## config.mk

```make
export PLATFORM = sky130hd
export DESIGN_NAME = ctrl_pipe_decoder
export DESIGN_NICKNAME = d
export VERILOG_FILES = /design/src/rtl/ctrl_pipe_decoder.sv
export SDC_FILE = /design/constraint.sdc
export NUM_CORES = 1
export LEC_CHECK = 0
export CORE_MARGIN = 1
export CORE_UTILIZATION = 45
export DETAILED_ROUTE_END_ITERATION = 8
export GPL_TIMING_DRIVEN = 0
export PLACE_DENSITY = 0.8
export SLEW_MARGIN = 20
export SYNTH_ARGS = -nofsm -noshare
export SYNTH_HDL_FRONTEND = slang
export SYNTH_SLANG_ARGS = --single-unit
```

## constraint.sdc

```tcl
create_clock -name Clk -period 3.2 [get_ports Clk]
set_input_delay 0.96 -clock Clk [delete_from_list [all_inputs] [get_ports Clk]]
set_output_delay 0.96 -clock Clk [all_outputs]
set_load 0.1 [all_outputs]
```

## src/rtl/ctrl_pipe_decoder.sv

```systemverilog
// ctrl_pipe_decoder: registered control decoder for the 4-bit opcode ISA.
// It decodes through one pipeline slot, stalls fetch on load-use hazards,
// flushes after a taken branch, latches program completion (Ack) and
// counts decoded instructions with saturation.
//
// state    | meaning
// ---------+-----------------------------------------------------------
// ST_RUN   | normal decode; branch, hazard stall and Ack detection
// ST_FLUSH | wrong-path instructions dropped, bubbles loaded
// ST_DONE  | program finished, Ack held, inputs ignored until Reset
module ctrl_pipe_decoder #(
  parameter int INSTR_W      = 9,
  parameter int OP_W         = 4,
  parameter int REG_W        = 3,
  parameter int FLUSH_CYCLES = 1,
  parameter int CNT_W        = 16
) (
  input  logic               Clk,
  input  logic               Reset,
  input  logic [INSTR_W-1:0] Instruction,
  input  logic               InstrValid,
  input  logic               BranchTaken,
  output logic               Stall,
  output logic               DecValid,
  output logic               BranchEn,
  output logic               RegWrEn,
  output logic               MemWrEn,
  output logic               ALUEn,
  output logic               LUTdm,
  output logic               Jump,
  output logic               SetInst,
  output logic               Ack,
  output logic [OP_W-1:0]    OpcodeQ,
  output logic [REG_W-1:0]   RegFieldQ,
  output logic [CNT_W-1:0]   InstrCount
);

  typedef enum logic [1:0] {ST_RUN, ST_FLUSH, ST_DONE} state_t;

  localparam logic [OP_W-1:0] OP_LW  = OP_W'(4'b0000);
  localparam logic [OP_W-1:0] OP_LWL = OP_W'(4'b0001);
  localparam logic [2:0]      FLUSH_INIT = 3'(FLUSH_CYCLES - 1);

  // strobe vector order: {BranchEn, RegWrEn, MemWrEn, ALUEn, LUTdm, Jump, SetInst}
  localparam logic [6:0] S_RW   = 7'b0100000;
  localparam logic [6:0] S_RWL  = 7'b0100100;
  localparam logic [6:0] S_MWL  = 7'b0010100;
  localparam logic [6:0] S_MW   = 7'b0010000;
  localparam logic [6:0] S_ALU  = 7'b0101000;
  localparam logic [6:0] S_SET  = 7'b0101011;
  localparam logic [6:0] S_BR   = 7'b1000000;

  state_t             r_state;
  logic [2:0]         r_flush_cnt;
  logic               r_dec_valid;
  logic [6:0]         r_strb;
  logic               r_ack;
  logic [OP_W-1:0]    r_op;
  logic [REG_W-1:0]   r_field;
  logic [CNT_W-1:0]   r_cnt;

  logic [OP_W-1:0]    w_op;
  logic [REG_W-1:0]   w_field;
  logic [6:0]         w_dec;
  logic               w_is_ack;
  logic               w_hazard;

  assign w_op     = Instruction[INSTR_W-1 -: OP_W];
  assign w_field  = Instruction[REG_W-1:0];
  assign w_is_ack = &Instruction;

  // Opcode to control strobes; 1111 (illegal or Ack) drives no strobes.
  always_comb begin
    w_dec = '0;
    case (w_op)
      OP_W'(4'b0000): w_dec = S_RW;
      OP_W'(4'b0001): w_dec = S_RWL;
      OP_W'(4'b0010): w_dec = S_MWL;
      OP_W'(4'b0011): w_dec = S_MW;
      OP_W'(4'b0100),
      OP_W'(4'b0101),
      OP_W'(4'b0110),
      OP_W'(4'b0111),
      OP_W'(4'b1110): w_dec = S_ALU;
      OP_W'(4'b1000): w_dec = S_RW;
      OP_W'(4'b1001),
      OP_W'(4'b1010): w_dec = S_SET;
      OP_W'(4'b1011),
      OP_W'(4'b1101): w_dec = S_BR;
      OP_W'(4'b1100): w_dec = S_RWL;
      default:        w_dec = '0;
    endcase
  end

  // A load in the slot feeding an ALU op that reads the same register.
  assign w_hazard = InstrValid && r_dec_valid && ((r_op == OP_LW) || (r_op == OP_LWL))
                    && w_dec[3] && (w_field == r_field);

  // Branch outranks the hazard, so a squashed instruction never stalls fetch.
  assign Stall = !Reset && (r_state == ST_RUN) && !BranchTaken && w_hazard;

  // Pipeline slot, FSM, flush counter and instruction counter.
  always_ff @(posedge Clk) begin
    if (Reset) begin
      r_state     <= ST_RUN;
      r_flush_cnt <= '0;
      r_dec_valid <= 1'b0;
      r_strb      <= '0;
      r_ack       <= 1'b0;
      r_op        <= '0;
      r_field     <= '0;
      r_cnt       <= '0;
    end else begin
      r_dec_valid <= 1'b0;
      r_strb      <= '0;
      r_ack       <= 1'b0;
      r_op        <= '0;
      r_field     <= '0;
      case (r_state)
        ST_RUN: begin
          if (BranchTaken) begin
            r_state     <= ST_FLUSH;
            r_flush_cnt <= FLUSH_INIT;
          end else if (w_hazard) begin
            r_state <= ST_RUN;
          end else if (InstrValid) begin
            r_dec_valid <= 1'b1;
            r_op        <= w_op;
            r_field     <= w_field;
            if (r_cnt != '1) r_cnt <= r_cnt + CNT_W'(1);
            if (w_is_ack) begin
              r_ack   <= 1'b1;
              r_state <= ST_DONE;
            end else begin
              r_strb <= w_dec;
            end
          end
        end
        ST_FLUSH: begin
          if (BranchTaken)              r_flush_cnt <= FLUSH_INIT;
          else if (r_flush_cnt == 3'd0) r_state     <= ST_RUN;
          else                          r_flush_cnt <= r_flush_cnt - 3'd1;
        end
        ST_DONE: r_ack   <= 1'b1;
        default: r_state <= ST_RUN;
      endcase
    end
  end

  assign DecValid   = r_dec_valid;
  assign BranchEn   = r_strb[6];
  assign RegWrEn    = r_strb[5];
  assign MemWrEn    = r_strb[4];
  assign ALUEn      = r_strb[3];
  assign LUTdm      = r_strb[2];
  assign Jump       = r_strb[1];
  assign SetInst    = r_strb[0];
  assign Ack        = r_ack;
  assign OpcodeQ    = r_op;
  assign RegFieldQ  = r_field;
  assign InstrCount = r_cnt;

endmodule

```

==> run metrics <==
Worst Clk Skew=0.005161 ns; Peak VDD IR=0.0002680 V; CTS root buf=clkbuf_8; GRT Total Usage=0.2061; H-tree depth=2; number of max-cap violations=0; worst min path class=flop to flop; worst r2r src=InstrCount[0]; post-route ant nets=0; overall power=0.0009287 W; die height=65.17 um; crit path capture type=output port; P&R area growth vs syn=38.26%; final setup fails=0; P_leak=0.8972 nW; # diodes=0; synth unique cells=48; fin nets=272; FF+latch area=720.7 um2; FP Rows=22; core area=3744 um2; Initial Util=0.4796; cts hold-fix bufs=0; Post-synth ARST share=0; Ys Warns=0; ys flop type=dfxtp_1; area leader, netlist=dfxtp_1; total gr overflow=0; drt wl/cell=13.40 um; clk_lat worst skew=0.29 ns; Synthesized Nets=217; DR DRC count=0; relative slew slack=0.3509; endpoints failing hold=0; Placed Cells=287; crit-path max cell delay=0.33 ns; setup ws final=0.0002371 ns; actual slew at the worst max-slew pin=0.9706 ns; number of synthesized flops with an enable pin=0; crit-path cells=buf_12 -> inv_8 -> ha_4 -> a21oi_4 -> and4b_4 -> and2_4 -> and3b_4 -> buf_12; Filler cells=318; CTS Buf Count=5; Die W=65.17 um; Area contributors post-synth=dfxtp_1 40%, ha_1 5.6%, a21oi_1 4.7%; share of cells above drive strength 1=0.1786; DP Worst Slack=-1.770 ns; routability congestion estimate=0.7888; Sink Count=36; WL final=4.021 mm; vias in the first global route=1,515; most used cell, CP=buf_12; Multi-input gate area=996.0 um2; critical path launch point type=input pin; minimum clock period=3.200 ns; #FFs+latches synth=36; pwr/cell area=374.1 nW/um2; Boundary Pins=46; Pre-antenna DRT Iters=4; Clock Tree Buf Depth=2; fin cells=300; top cell type's share of synthesized area=0.4014; Crit path required time=2.24 ns; first-pass GRT wire length=6.789 mm; register area share after synthesis=0.4014; worst setup path start=Instruction[6]; Worst Hold Launch=r_flush_cnt[1]; Worst EP arrival=2.24 ns; fin. max-slew vios=0; largest net degree at the start of global routing=14; DP HPWL=2.866 mm; sum of negative setup slack=0 ns; Via Count=1,630; IO Port Bufs=43; vias per inst=5.433; slowest cell on the critical path=and4b_4; outcome=complete, no violations; initial drt markers=79; critical path type=input pin to output port; WP buf/inv=3; post-synthesis instance total=196; post-synthesis area per instance=9.161 um2; worst-path maximum fanout=3; Max Clock Freq=312.5 MHz; initial antenna violation count=0; final period utilization=0.9999; TritonCTS clock tree=built; RSZ-0062 raised after global routing=yes; Post-Syn Area=1795 um2; clock transition at the registers of the reported paths=0.07 ns; die area=4246 um2; CP top delay family=simple AND/OR/NAND/NOR gates
## synth_stat cells, types with 2 or more instances
cell type  instances
a21oi_1           17
and2_1             5
and3_1             3
and3b_1            2
buf_2              2
buf_6              4
clkbuf_1           3
dfxtp_1           36
ha_1               8
inv_1              6
mux2_2             3
mux2i_1            2
nand2_1           10
nand2b_1           2
nand3_1            7
nand4_1            6
nor2_1            12
nor2b_1            6
nor3_1             9
nor3_2             2
nor3b_1            4
nor4_1             3
o21ai_0            6
o31ai_1            5
or3_1              3
or4_1              6
xor2_1             3
## worst reg2reg max path: stages, from the launching register on
cell and delay (ns):
dfxtp_1 0.42, ha_1 0.28, nand2_1 0.07, or2_2 0.27, clkbuf_1 0.16, nor4_1 0.34, mux2_2 0.37
## sequential cells by signal, summed over array words and instances (netlist names)
| signal | count |
|---|---|
| OpcodeQ | 4 |
| Ack | 1 |
| r_state | 2 |
| r_flush_cnt | 3 |
| RegFieldQ | 3 |
| DecValid | 1 |
| InstrCount | 16 |
| r_strb | 6 |
## cell families after synthesis
group,synth area share
AOI/OAI and AO/OA,0.1310
xor gates and xnor gates,0.01952
adders and majority gates,0.05575
buffers and inverters,0.05575
DFF,0.4014
muxes,0.03832
and+or+nand+nor,0.2983
## what timing repair did
action / 4_1_cts / 5_1_grt
gates resized for setup: 32 / 0
setup endpoints to repair: 1 / 1
buffers inserted: 7 / 0
pin swaps: 3 / 0
## final cells by class
cell class / count / share of cell area
Timing Repair Buffer: 50 / 0.2046
Sequential cell: 36 / 0.2903
Clock buffer: 6 / 0.03327
Multi-Input combinational cell: 143 / 0.4012
Clock inverter: 2 / 0.004032
Inverter: 6 / 0.01714
Tap cell: 48 / 0.02419
Buffer: 9 / 0.02520
## worst paths after layout
path | end | slack (ns) | cells past startpoint
worst max register to register | InstrCount[12] | 1.18 | 6
worst min-delay path | r_flush_cnt[1] | 0.49 | 2
worst min register to register | r_flush_cnt[1] | 0.49 | 2
worst max-delay path | Stall | 0.0002 | 8
## metrics by stage
| step | hold WS (ns) | cell area [um2] | utilization |
|---|---|---|---|
| floorplan | 0.4497 | 1832 | - |
| global placement | 0.4625 | 2322 | 0.6203 |
| detailed placement | 0.4806 | 2322 | 0.6203 |
| CTS | 0.4907 | 2482 | 0.6631 |
| global route | 0.5159 | 2482 | 0.6631 |
| finish | 0.4916 | 2482 | 0.6631 |
## layout by cell type (no fill, tap or decap), types with 2 or more instances in the layout
cell type        netlist  layout
a21oi_1               17      17
clkbuf_1               3       2
nor3_2                 2       3
ha_1                   8       7
buf_2                  2       2
and2_1                 5       5
nand3_1                7       7
clkinv_2               0       2
nor2b_1                6       6
nand2b_1               2       2
xor2_1                 3       3
dlygate4sd2_1          0       4
clkbuf_8               0       6
o31ai_1                5       5
inv_1                  6       4
nor2_1                12      12
nor3b_1                4       4
mux2_2                 3       3
nand2_1               10      10
nand4_1                6       6
or3_1                  3       3
o21ai_0                6       6
or4_1                  6       6
and3_1                 3       3
dfxtp_1               36      36
clkdlybuf4s50_1        0      36
buf_4                  1       8
mux2i_1                2       2
buf_6                  4       3
nor4_1                 3       3
nor3_1                 9       8
buf_12                 0       3
## power by group
part,internal [W],switching (W),leakage [nW]
logic,0.0000500,0.0000834,0.555
clock network,0.000172,0.000163,0.0510
registers,0.000455,0.00000518,0.291
total,0.000677,0.000252,0.897
## metal layers
layer / global-route usage / wire length [um] / share of wire / vias up
li1: - / - / - / 814
met1: 0.2699 / 1915 / 0.48 / 774
met2: 0.3325 / 1937 / 0.48 / 37
met3: 0.05208 / 122 / 0.030 / 5
met4: 0.05978 / 46 / 0.011 / 0
met5: 0 / 0 / 0 / -
(Power assumes the default switching activity.)
